==> config.mk <==
export PLATFORM = sky130hd
export DESIGN_NAME = pal_buffer
export DESIGN_NICKNAME = d
export VERILOG_FILES = /design/src/rtl/pal_pkg.sv /design/src/rtl/pal_buffer.sv
export SDC_FILE = /design/constraint.sdc
export NUM_CORES = 1
export LEC_CHECK = 0
export ABC_AREA = 1
export CAP_MARGIN = 0
export CORE_MARGIN = 5
export CORE_UTILIZATION = 28
export DETAILED_ROUTE_END_ITERATION = 10
export HOLD_SLACK_MARGIN = 0.08
export SYNTH_ARGS = -nofsm -noshare
export SYNTH_HDL_FRONTEND = slang
export SYNTH_SLANG_ARGS = --single-unit
==> constraint.sdc <==
create_clock -name clk -period 0.8 [get_ports clk]
set_input_delay 0.16 -clock clk [delete_from_list [all_inputs] [get_ports clk]]
set_output_delay 0.16 -clock clk [all_outputs]
set_load 0.005 [all_outputs]
==> src/rtl/pal_pkg.sv <==
// Shared types for the palindrome stream checker: FSM states and the result bundle.
package pal_pkg;
  typedef enum logic [1:0] {FILL, CHECK, DONE} state_t;

  localparam int RES_LEN_W = 16;

  typedef struct packed {
    logic                 pal;
    logic                 ovf;
    logic [RES_LEN_W-1:0] len;
  } result_t;
endpackage

==> src/rtl/pal_buffer.sv <==
// Symbol store: one synchronous write port, two combinational read ports (lo/hi mirror pair).
module pal_buffer
  import pal_pkg::*;
#(
  parameter  int SYM_W = 1,
  parameter  int DEPTH = 16,
  localparam int AW    = (DEPTH > 1) ? $clog2(DEPTH) : 1
) (
  input  logic             clk,
  input  logic             wr_en,
  input  logic [AW-1:0]    wr_addr,
  input  logic [SYM_W-1:0] wr_data,
  input  logic [AW-1:0]    lo_addr,
  input  logic [AW-1:0]    hi_addr,
  output logic [SYM_W-1:0] lo_data,
  output logic [SYM_W-1:0] hi_data
);
  logic [SYM_W-1:0] r_mem [DEPTH];

  // Contents are deliberately not reset; only positions below count are ever read.
  always_ff @(posedge clk) begin
    if (wr_en) r_mem[wr_addr] <= wr_data;
  end

  assign lo_data = r_mem[lo_addr];
  assign hi_data = r_mem[hi_addr];
endmodule

# --- Word-level counts from Yosys, hierarchy flattened ---
# Memory sizes are Yosys's and may differ from the RTL's.
# Cells that the tools add are included.
totals:
  inputBits: 15
  regBits: 0
  memories: 1
  wordCells: 3
  output_inout_bits: 2
  ramBits: 16
mem_list:
  columns: ["memory", "words", "width", "rd", "rd_clocked_by_memory_dff", "wr", "line", "rtl"]
  rows:
  - ["r_mem", 16, 1, 2, 0, 1, "pal_buffer.sv:18", "logic [SYM_W-1:0] r_mem [DEPTH];"]
op_classes:
  mux: 2
ops:
  columns: ["op", "n"]
  rows:
  - ["two-way mux 1 bit", 2]

# --- Logic depth before layout (Yosys ltp) ---
# Gate-level depths: netlist (run 1).
logic_depth:
  depth_word: 2
  depth_mapped: 7
  ltp_nobuf: 6

# --- Worst setup path before layout (run 1) ---
# No wires, ideal clock.
synth_path:
  path_type: "reg2out"
  from: "memory r_mem[6]"
  to: "output port hi_data"
  stages_incl_launch_ff: 7
  t_arrival_ns: 0.727
  path_slack_ns: -0.087
  path_cell_list: "edfxtp_1 inv_1 nand2_2 nand3_1 nand3_1 nand3_1 nand2_1"
synth_rtl:
  columns: ["item", "line", "rtl"]
  rows:
  - ["from (decl)", "pal_buffer.sv:18", null]
  - ["to (decl)", "pal_buffer.sv:16", "output logic [SYM_W-1:0] hi_data"]

==> flow_summary.json, run 1 <==
{
  "rsz0062_at_grt": "true",
  "dp.final_hpwl_um": 1800,
  "vdd_ir_drop_max_mv": 0.948,
  "hold_viol": 0,
  "worst_slack_ns": -0.576,
  "coreArea_mm2": 0.00342,
  "cts_hold_buffers": 0,
  "hold_class": "primary input to flip-flop",
  "violations": "setup timing",
  "gp_congestion": 0.951,
  "largest_register_ffs": 16,
  "ioPinCount": 17,
  "pre_cts_ws_ns": -1.11,
  "drc": 0,
  "area_growth_pct": 36.2,
  "swShare_pct": 26.8,
  "drt-pass1-iter-count": 5,
  "synthesis.area_mm2": 0.00100,
  "p_clk_share_pct": 24.0,
  "synth_top_family_by_area": "simple AND/OR/NAND/NOR gates",
  "worstSetupEndpointType": "output port",
  "wl_per_cell_um": 11.4,
  "start_util_pct": 29.4,
  "largest_register": "r_mem",
  "io_buffers": 16,
  "fillCellCount": 366,
  "seq_area_frac_synth_pct": 47.8,
  "worstMarginPinSlew_ns": 0.275,
  "fmax_ghz": 0.727,
  "regArea_um2": 480,
  "clockBufferDepth": 2,
  "fin_util_pct": 40.1,
  "synthMuxAreaShare_pct": 0,
  "die_area_mm2": 0.00489,
  "p_int_mw": 1.26,
  "drv_cap": 0,
  "slew_headroom_pct": 81.7,
  "yosysWarnings": 0,
  "yosys_register_bits": 16,
  "vias_per_cell": 4.60,
  "overflow": 0,
  "wl_um": 2280,
  "grt_max_degree": 16,
  "num_rows": 21,
  "switchingPower_mw": 0.459,
  "grt_pass1_vias": 913,
  "finalNetCount": 170,
  "antenna_found_initial": 0,
  "synth_xor_area_share_pct": 0,
  "ant_nets": 0,
  "status": "finished with violations",
  "path_clk_slew_ns": 0.08,
  "grt_pass1_wl_um": 3850,
  "required_ns": 0.64,
  "leakagePower_nw": 0.596,
  "netlist_instances": 133,
  "dp.cells": 196,
  "cts_tree": "yes",
  "arrival_ns": 1.22,
  "worst-path-max-fanout": 2,
  "p_per_area_mw_per_mm2": 1250,
  "syn_nets": 148,
  "crit_type": "flip-flop to output port",
  "largestRegisters": "r_mem: 16 flops",
  "root_buffer": "clkbuf_4",
  "drt_iter0_drc": 27,
  "seqPwrFrac_pct": 55.0,
  "gr-usage-all-layers_pct": 9.68,
  "stdcell_count": 200,
  "syn_area_per_cell_um2": 7.55,
  "drive_gt1_share_pct": 44.8,
  "yosys.area_share.simple_pct": 38.4,
  "combPwrFrac_pct": 21.0,
  "finalSetupViolCount": 2,
  "slew_viol_final": 0,
  "fp.dieH_um": 69.9,
  "dieWidth_um": 69.9,
  "cts_made_buffers": 3,
  "synth_fa_ha_area_share_pct": 0,
  "htree_levels": 1,
  "cts_sinks": 16,
  "multiInputGateArea_um2": 541,
  "num_vias": 919,
  "ys_types": 12,
  "fin_crit_ns": 1.38,
  "timing.final.crit_share_pct": 172,
  "start_kind": "flip-flop",
  "synth_compound_area_share_pct": 0,
  "antenna_cells": 0,
  "hold_ws_ns": 0.327
}
[what timing repair did]
item	CTS	global route
gates resized for setup	49	33
buffers inserted	0	0
hold endpoints to repair	0	0
setup endpoints to repair	18	17
pin swaps	11	11
[routing by layer]
layer	GRT usage [%]	wire (µm)	vias to the layer above
met5	0	0	-
met4	5.96	47	0
met3	2.73	123	7
met2	15.8	1140	29
met1	11.1	966	414
li1	-	-	469
[cell usage after synthesis]
cell type | instances | area (µm²)
nor3_1 | 8 | 40.0
inv_6 | 1 | 8.76
clkinv_1 | 1 | 3.75
inv_1 | 26 | 97.6
nand3_2 | 1 | 10.0
edfxtp_1 | 16 | 480
nand3_1 | 29 | 145
nor2_1 | 8 | 30.0
nand2_2 | 4 | 25.0
buf_6 | 2 | 22.5
inv_4 | 1 | 6.26
nand2_1 | 36 | 135
[per-stage QoR]
stage	area (µm²)	power (mW)	setup TNS, ns
floorplan	1010	1.13	-0.139
global placement	1230	1.27	-13.66
detailed placement	1230	1.28	-14.13
CTS	1320	1.69	-1.19
global route	1370	1.80	-1.32
finish	1370	1.72	-1.12
[worst paths after layout]
kind,start,endpoint,slack (ns),cells past startpoint
max,r_mem[8],lo_data,-0.58,7
min,wr_addr[0],r_mem[3],0.33,3
[cell type report]
class	count	area share, %
repair buffers	19	10.4
flip-flops and latches	16	35.1
clock buffers	3	1.65
inverters	29	8.87
well taps	46	4.20
clock inverters	1	0.274
multi-input cells	86	39.5
[cell families (layout without fill, tap and decap cells)]
logic type,after synthesis,count (layout)
buffers and inverters,31,52
DFF,16,16
and+or+nand+nor,86,86
[power by group through the flow]
stage	combinational, mW	sequential, mW	clock (mW)
final	0.360	0.944	0.413
after detailed placement	0.317	0.961	0
after global routing	0.397	0.946	0.455
after global placement	0.309	0.962	0
after CTS	0.328	0.944	0.417
after floorplan	0.168	0.961	0
[cell usage in the layout, fill, tap and decap left out, types with 2 or more instances in the layout]
cell type	n
clkbuf_2	5
nor2_2	2
edfxtp_1	16
nand2_1	29
nor2_1	5
dlygate4sd2_1	4
buf_2	2
buf_4	3
clkbuf_4	3
inv_1	5
nand2_4	4
nand3_1	20
clkdlybuf4s50_1	5
nor3_2	6
nor3_4	2
nand2_2	7
inv_2	21
nand3_2	9
[critical path, stage by stage (launching register included)]
cell      delay, ns
edfxtp_1       0.40
inv_2          0.08
nand2_1        0.06
nand3_1        0.10
nand3_2        0.07
nand3_2        0.07
nand2_1        0.05
buf_2          0.12
No activity file was read; power rests on OpenSTA's default activity.
==> run 2: changes to the inputs <==
--- a/config.mk
+++ b/config.mk
@@ -8,7 +8,7 @@
 export ABC_AREA = 1
 export CAP_MARGIN = 0
 export CORE_MARGIN = 5
-export CORE_UTILIZATION = 28
+export CORE_UTILIZATION = 35
 export DETAILED_ROUTE_END_ITERATION = 10
 export HOLD_SLACK_MARGIN = 0.08
 export SYNTH_ARGS = -nofsm -noshare
==> run 2 against run 1 <==
The run still ends with setup timing left; global-route usage increased by 2.0 points; non-clock buffer count increased by 1; clock-buffer cell count unchanged; first-iteration DRC count rose by 33%; critical path depth is the same; sequential cell count stayed put; sequential power hardly changed; critical endpoint is now hi_data.
==> flow_summary.json, run 2 (same netlist as run 1, synthesis figures left out) <==
{
  "status": "finished with violations",
  "violations": "setup timing",
  "worstMarginPinSlew_ns": 0.246,
  "crit_buf_inv": 2,
  "use_met2_pct": 20.7,
  "fp.dieH_um": 63.6,
  "slew_headroom_pct": 83.6,
  "cpMostUsedCell": "nand3_1",
  "overflow": 0,
  "die_area_mm2": 0.00404,
  "worstSetupEndpointType": "output port",
  "mostFrequentLayoutCell": "nand2_1",
  "area_growth_pct": 31.3,
  "rsz0062_at_grt": "true",
  "use_met3_pct": 2.84,
  "multiInputGateArea_um2": 500,
  "htree_levels": 1,
  "drv_cap": 0,
  "vdd_ir_drop_max_mv": 0.845,
  "grt_pass1_vias": 893,
  "start_kind": "flip-flop",
  "drc": 0,
  "worst-path-max-fanout": 2,
  "crit_family": "flip-flops",
  "root_buffer": "clkbuf_4",
  "dp.cells": 182,
  "coreArea_mm2": 0.00276,
  "worst_slack_ns": -0.573,
  "grt_busiest_layer": "met2",
  "io_buffers": 16,
  "clockBufferDepth": 2,
  "finalSetupViolCount": 2,
  "drt-pass1-iter-count": 4,
  "slowest_stage": "edfxtp_1",
  "start_util_pct": 36.4,
  "cts_tree": "yes",
  "leakagePower_nw": 0.588,
  "fmax_ghz": 0.728,
  "largestRegisters": "r_mem: 16 flops",
  "largest_register": "r_mem",
  "ioPinCount": 17,
  "gr-usage-all-layers_pct": 11.7,
  "fillCellCount": 287,
  "regArea_um2": 480,
  "arrival_ns": 1.21,
  "num_rows": 19,
  "hold_class": "primary input to flip-flop",
  "met1_usage_pct": 12.5,
  "cp_cell_sequence": "inv_2 > nand2_1 > nand3_1 > nand3_1 > nand3_1 > nand2_1 > buf_2",
  "num_vias": 912,
  "ant_nets": 0,
  "finalNetCount": 171,
  "timing.final.crit_share_pct": 172,
  "cts_sinks": 16,
  "antenna_found_initial": 0,
  "grt_pass1_wl_um": 3820,
  "dieWidth_um": 63.6,
  "stdcell_count": 185,
  "p_per_area_mw_per_mm2": 1280,
  "cts_made_buffers": 3,
  "fin_util_pct": 47.8,
  "mostFrequentLayoutCells": "nand2_1 (29), nand3_1 (24), edfxtp_1 (16), inv_2 (15), inv_1 (11)",
  "min_from": "wr_addr[2]",
  "critPathMaxStageDelay_ns": 0.38,
  "drive_gt1_share_pct": 37.0,
  "path_clk_slew_ns": 0.08,
  "dp.final_hpwl_um": 1660,
  "slew_viol_final": 0,
  "hold_ws_ns": 0.334,
  "required_ns": 0.64,
  "gp_congestion": 0.883,
  "final_area_mm2": 0.00132,
  "vias_per_cell": 4.93,
  "antenna_cells": 0,
  "largest_register_ffs": 16,
  "holdPathEnd": "r_mem[7]",
  "whs_path_depth": 3,
  "wl_per_cell_um": 12.0,
  "dpl_cell_area_mm2": 0.00122,
  "drt_iter0_drc": 36,
  "hold_viol": 0,
  "fin_crit_ns": 1.37,
  "grt_max_degree": 17,
  "crit_type": "flip-flop to output port",
  "wl_um": 2210
}
[run 2: changes by cell type in the layout (fill, tap and decap cells not counted), sizes merged]
cell           before  now
clkinv              2    1
buf                 5    6
clkdlybuf4s15       0    1
clkbuf              8    7
[run 2: area by class of cell]
class	count	share of cell area, %
multi-input cells	86	38.0
flip-flops and latches	16	36.4
repair buffers	20	11.8
inverters	29	9.20
well taps	31	2.94
clock buffers	3	1.71
[run 2: per-layer routing]
metal  up-vias  routed length (µm)
li1        469                   -
met1       407                 908
met2        31                1140
met3         5                 124
met4         0                  42
met5         -                   0
[run 2: where the power goes]
group	internal (mW)	switching [mW]	leakage (nW)
Combinational	0.136	0.212	0.430
Sequential	0.938	0.00500	0.145
Clock	0.175	0.217	0.0138
Total	1.25	0.434	0.588
[run 2: per-stage QoR]
stage,worst slack (ns),power [mW],setup TNS [ns]
6_report,-0.573,1.68,-1.13
5_1_grt,-0.662,1.76,-1.30
4_1_cts,-0.570,1.66,-1.10
3_5_place_dp,-1.08,1.28,-13.82
3_3_place_gp,-1.07,1.28,-13.55
2_1_floorplan,-0.0696,1.13,-0.139
[run 2: how the worst max path moves through the flow]
stage | from | to | slack [ns] | depth (start not counted)
detailed placement | lo_addr[0] | lo_data | -1.08 | 8
global placement | hi_addr[0] | hi_data | -1.07 | 8
floorplan | r_mem[15] | lo_data | -0.07 | 6
finish | r_mem[4] | hi_data | -0.57 | 7
CTS | r_mem[14] | hi_data | -0.57 | 7
global route | r_mem[4] | hi_data | -0.66 | 7
[run 2: repair_timing]
item	CTS	global route
gates resized for setup	46	20
hold endpoints to repair	0	0
setup endpoints to repair	18	18
buffers inserted	0	0
pin swaps	10	12
hold buffers	0	0
==> run 3: changes to the inputs <==
--- a/config.mk
+++ b/config.mk
@@ -6,11 +6,13 @@
 export NUM_CORES = 1
 export LEC_CHECK = 0
 export ABC_AREA = 1
-export CAP_MARGIN = 0
+export CAP_MARGIN = 20
 export CORE_MARGIN = 5
-export CORE_UTILIZATION = 35
+export CORE_UTILIZATION = 45
 export DETAILED_ROUTE_END_ITERATION = 10
+export GPL_ROUTABILITY_DRIVEN = 0
 export HOLD_SLACK_MARGIN = 0.08
+export PLACE_DENSITY = 0.72
 export SYNTH_ARGS = -nofsm -noshare
 export SYNTH_HDL_FRONTEND = slang
 export SYNTH_SLANG_ARGS = --single-unit
==> run 3 against run 2 <==
The flow still finishes with violations (setup timing); clock power rose by 5.1%; sequential cell count is the same; hold slack lost 0.014 ns; final area increased by 2.9%; combinational power is 5% higher; sequential power is essentially flat; cell count is 1.6% lower; non-clock buffer count did not move; total power up 2.3%; fmax fell by 0.61%; critical path type unchanged; largest power group unchanged.
==> flow_summary.json, run 3 (same netlist as run 1, synthesis figures left out) <==
{
  "p_clk_share_pct": 23.9,
  "finalSetupViolCount": 2,
  "dieWidth_um": 57.3,
  "drt-pass1-iter-count": 4,
  "hold_viol": 0,
  "vdd_ir_drop_max_mv": 0.815,
  "arrival_ns": 1.22,
  "antenna_cells": 0,
  "dp.final_hpwl_um": 1580,
  "slew_headroom_pct": 82.6,
  "required_ns": 0.64,
  "cp_cell_sequence": "inv_2 > nand2_2 > nand3_2 > nand3_2 > nand3_2 > nand2_1 > buf_2",
  "slowest_stage": "edfxtp_1",
  "wl_um": 2270,
  "gr-usage-all-layers_pct": 14.8,
  "finalPower_mw": 1.72,
  "crit_type": "flip-flop to output port",
  "slew_viol_final": 0,
  "hold_class": "primary input to flip-flop",
  "combPwrFrac_pct": 21.2,
  "grt_pass1_vias": 906,
  "seqPwrFrac_pct": 54.9,
  "grt_max_degree": 17,
  "cts_sinks": 16,
  "fin_crit_ns": 1.38,
  "ant_nets": 0,
  "num_rows": 17,
  "grt_pass1_wl_um": 3730,
  "root_buffer": "clkbuf_4",
  "violations": "setup timing",
  "tns_ns": -1.15,
  "wl_per_cell_um": 12.5,
  "finalNetCount": 171,
  "start_kind": "flip-flop",
  "switchingPower_mw": 0.464,
  "largestRegisters": "r_mem: 16 flops",
  "die_area_mm2": 0.00328,
  "fp.dieH_um": 57.3,
  "largest_register": "r_mem",
  "largest_register_ffs": 16,
  "p_int_mw": 1.26,
  "ioPinCount": 17,
  "worstSetupEndpointType": "output port",
  "cpMostUsedCell": "nand3_2",
  "worstMarginPinSlew_ns": 0.261,
  "coreArea_mm2": 0.00217,
  "timing.final.crit_share_pct": 173,
  "cts_tree": "yes",
  "mostFrequentLayoutCells": "nand2_1 (26), inv_2 (19), nand3_1 (19), edfxtp_1 (16), nand2_2 (12)",
  "worst-path-max-fanout": 2,
  "clockBufferDepth": 2,
  "drc": 0,
  "num_vias": 911,
  "antenna_found_initial": 0,
  "cts_made_buffers": 3,
  "drt_iter0_drc": 24,
  "worst_slack_ns": -0.581,
  "vias_per_cell": 5.01,
  "leakagePower_nw": 0.596,
  "drv_cap": 0,
  "critPathMaxStageDelay_ns": 0.39,
  "area_growth_pct": 35.1,
  "mostFrequentLayoutCell": "nand2_1",
  "start_util_pct": 46.3,
  "swShare_pct": 27.0,
  "rsz0062_at_grt": "true",
  "status": "finished with violations",
  "overflow": 0,
  "drive_gt1_share_pct": 46.8,
  "fmax_ghz": 0.724,
  "io_buffers": 16,
  "htree_levels": 1,
  "p_per_area_mw_per_mm2": 1270,
  "path_clk_slew_ns": 0.08,
  "cts_setup_buffers": 0
}
-- run 3: cell type report --
cell class	instances	area, µm²
Clock buffer	3	22.5
Fill cell	208	812
Inverter	29	121
Multi-Input combinational cell	86	541
Sequential cell	16	480
Tap cell	28	35.0
Timing Repair Buffer	20	158
-- run 3: worst max-delay path, delay by kind of cell (launching register included) --
kind | cells | cell delay, ns
DFF | 1 | 0.39
and+or+nand+nor | 5 | 0.34
buffers and inverters | 2 | 0.20
-- run 3: layer usage --
metal / part of all wire (%) / global-route usage, %
met1: 39 / 16.5
met2: 48 / 23.5
met3: 5.4 / 2.49
met4: 7.4 / 14.2
met5: 0 / 0
-- run 3: final timing paths --
check	slack [ns]	endpoint	start	cells past startpoint
max	-0.58	hi_data	r_mem[7]	7
min	0.32	r_mem[6]	wr_addr[1]	3
-- run 3: per-stage QoR --
stage / std cells / utilization, % / hold WS (ns) / area [µm²] / worst slack [ns]
floorplan: 133 / - / 0.259 / 1010 / -0.0696
global placement: 179 / 55.9 / 0.917 / 1210 / -1.07
detailed placement: 179 / 55.9 / 0.920 / 1210 / -1.07
CTS: 182 / 59.1 / 0.470 / 1280 / -0.554
global route: 182 / 62.6 / 0.331 / 1360 / -0.654
finish: 182 / 62.6 / 0.319 / 1360 / -0.581
-- run 3: timing repair --
| item | CTS | global route |
|---|---|---|
| pin swaps | 4 | 12 |
| hold endpoints to repair | 0 | 0 |
| resized for setup | 43 | 38 |
| hold buffers | 0 | 0 |
| endpoints found under the setup margin | 18 | 15 |
-- run 3: power by group through the flow --
stage / Combinational (mW) / Sequential, mW / Clock (mW)
4_1_cts: 0.323 / 0.943 / 0.398
2_1_floorplan: 0.168 / 0.961 / 0
3_5_place_dp: 0.317 / 0.961 / 0
6_report: 0.366 / 0.944 / 0.412
3_3_place_gp: 0.314 / 0.961 / 0
5_1_grt: 0.406 / 0.946 / 0.440
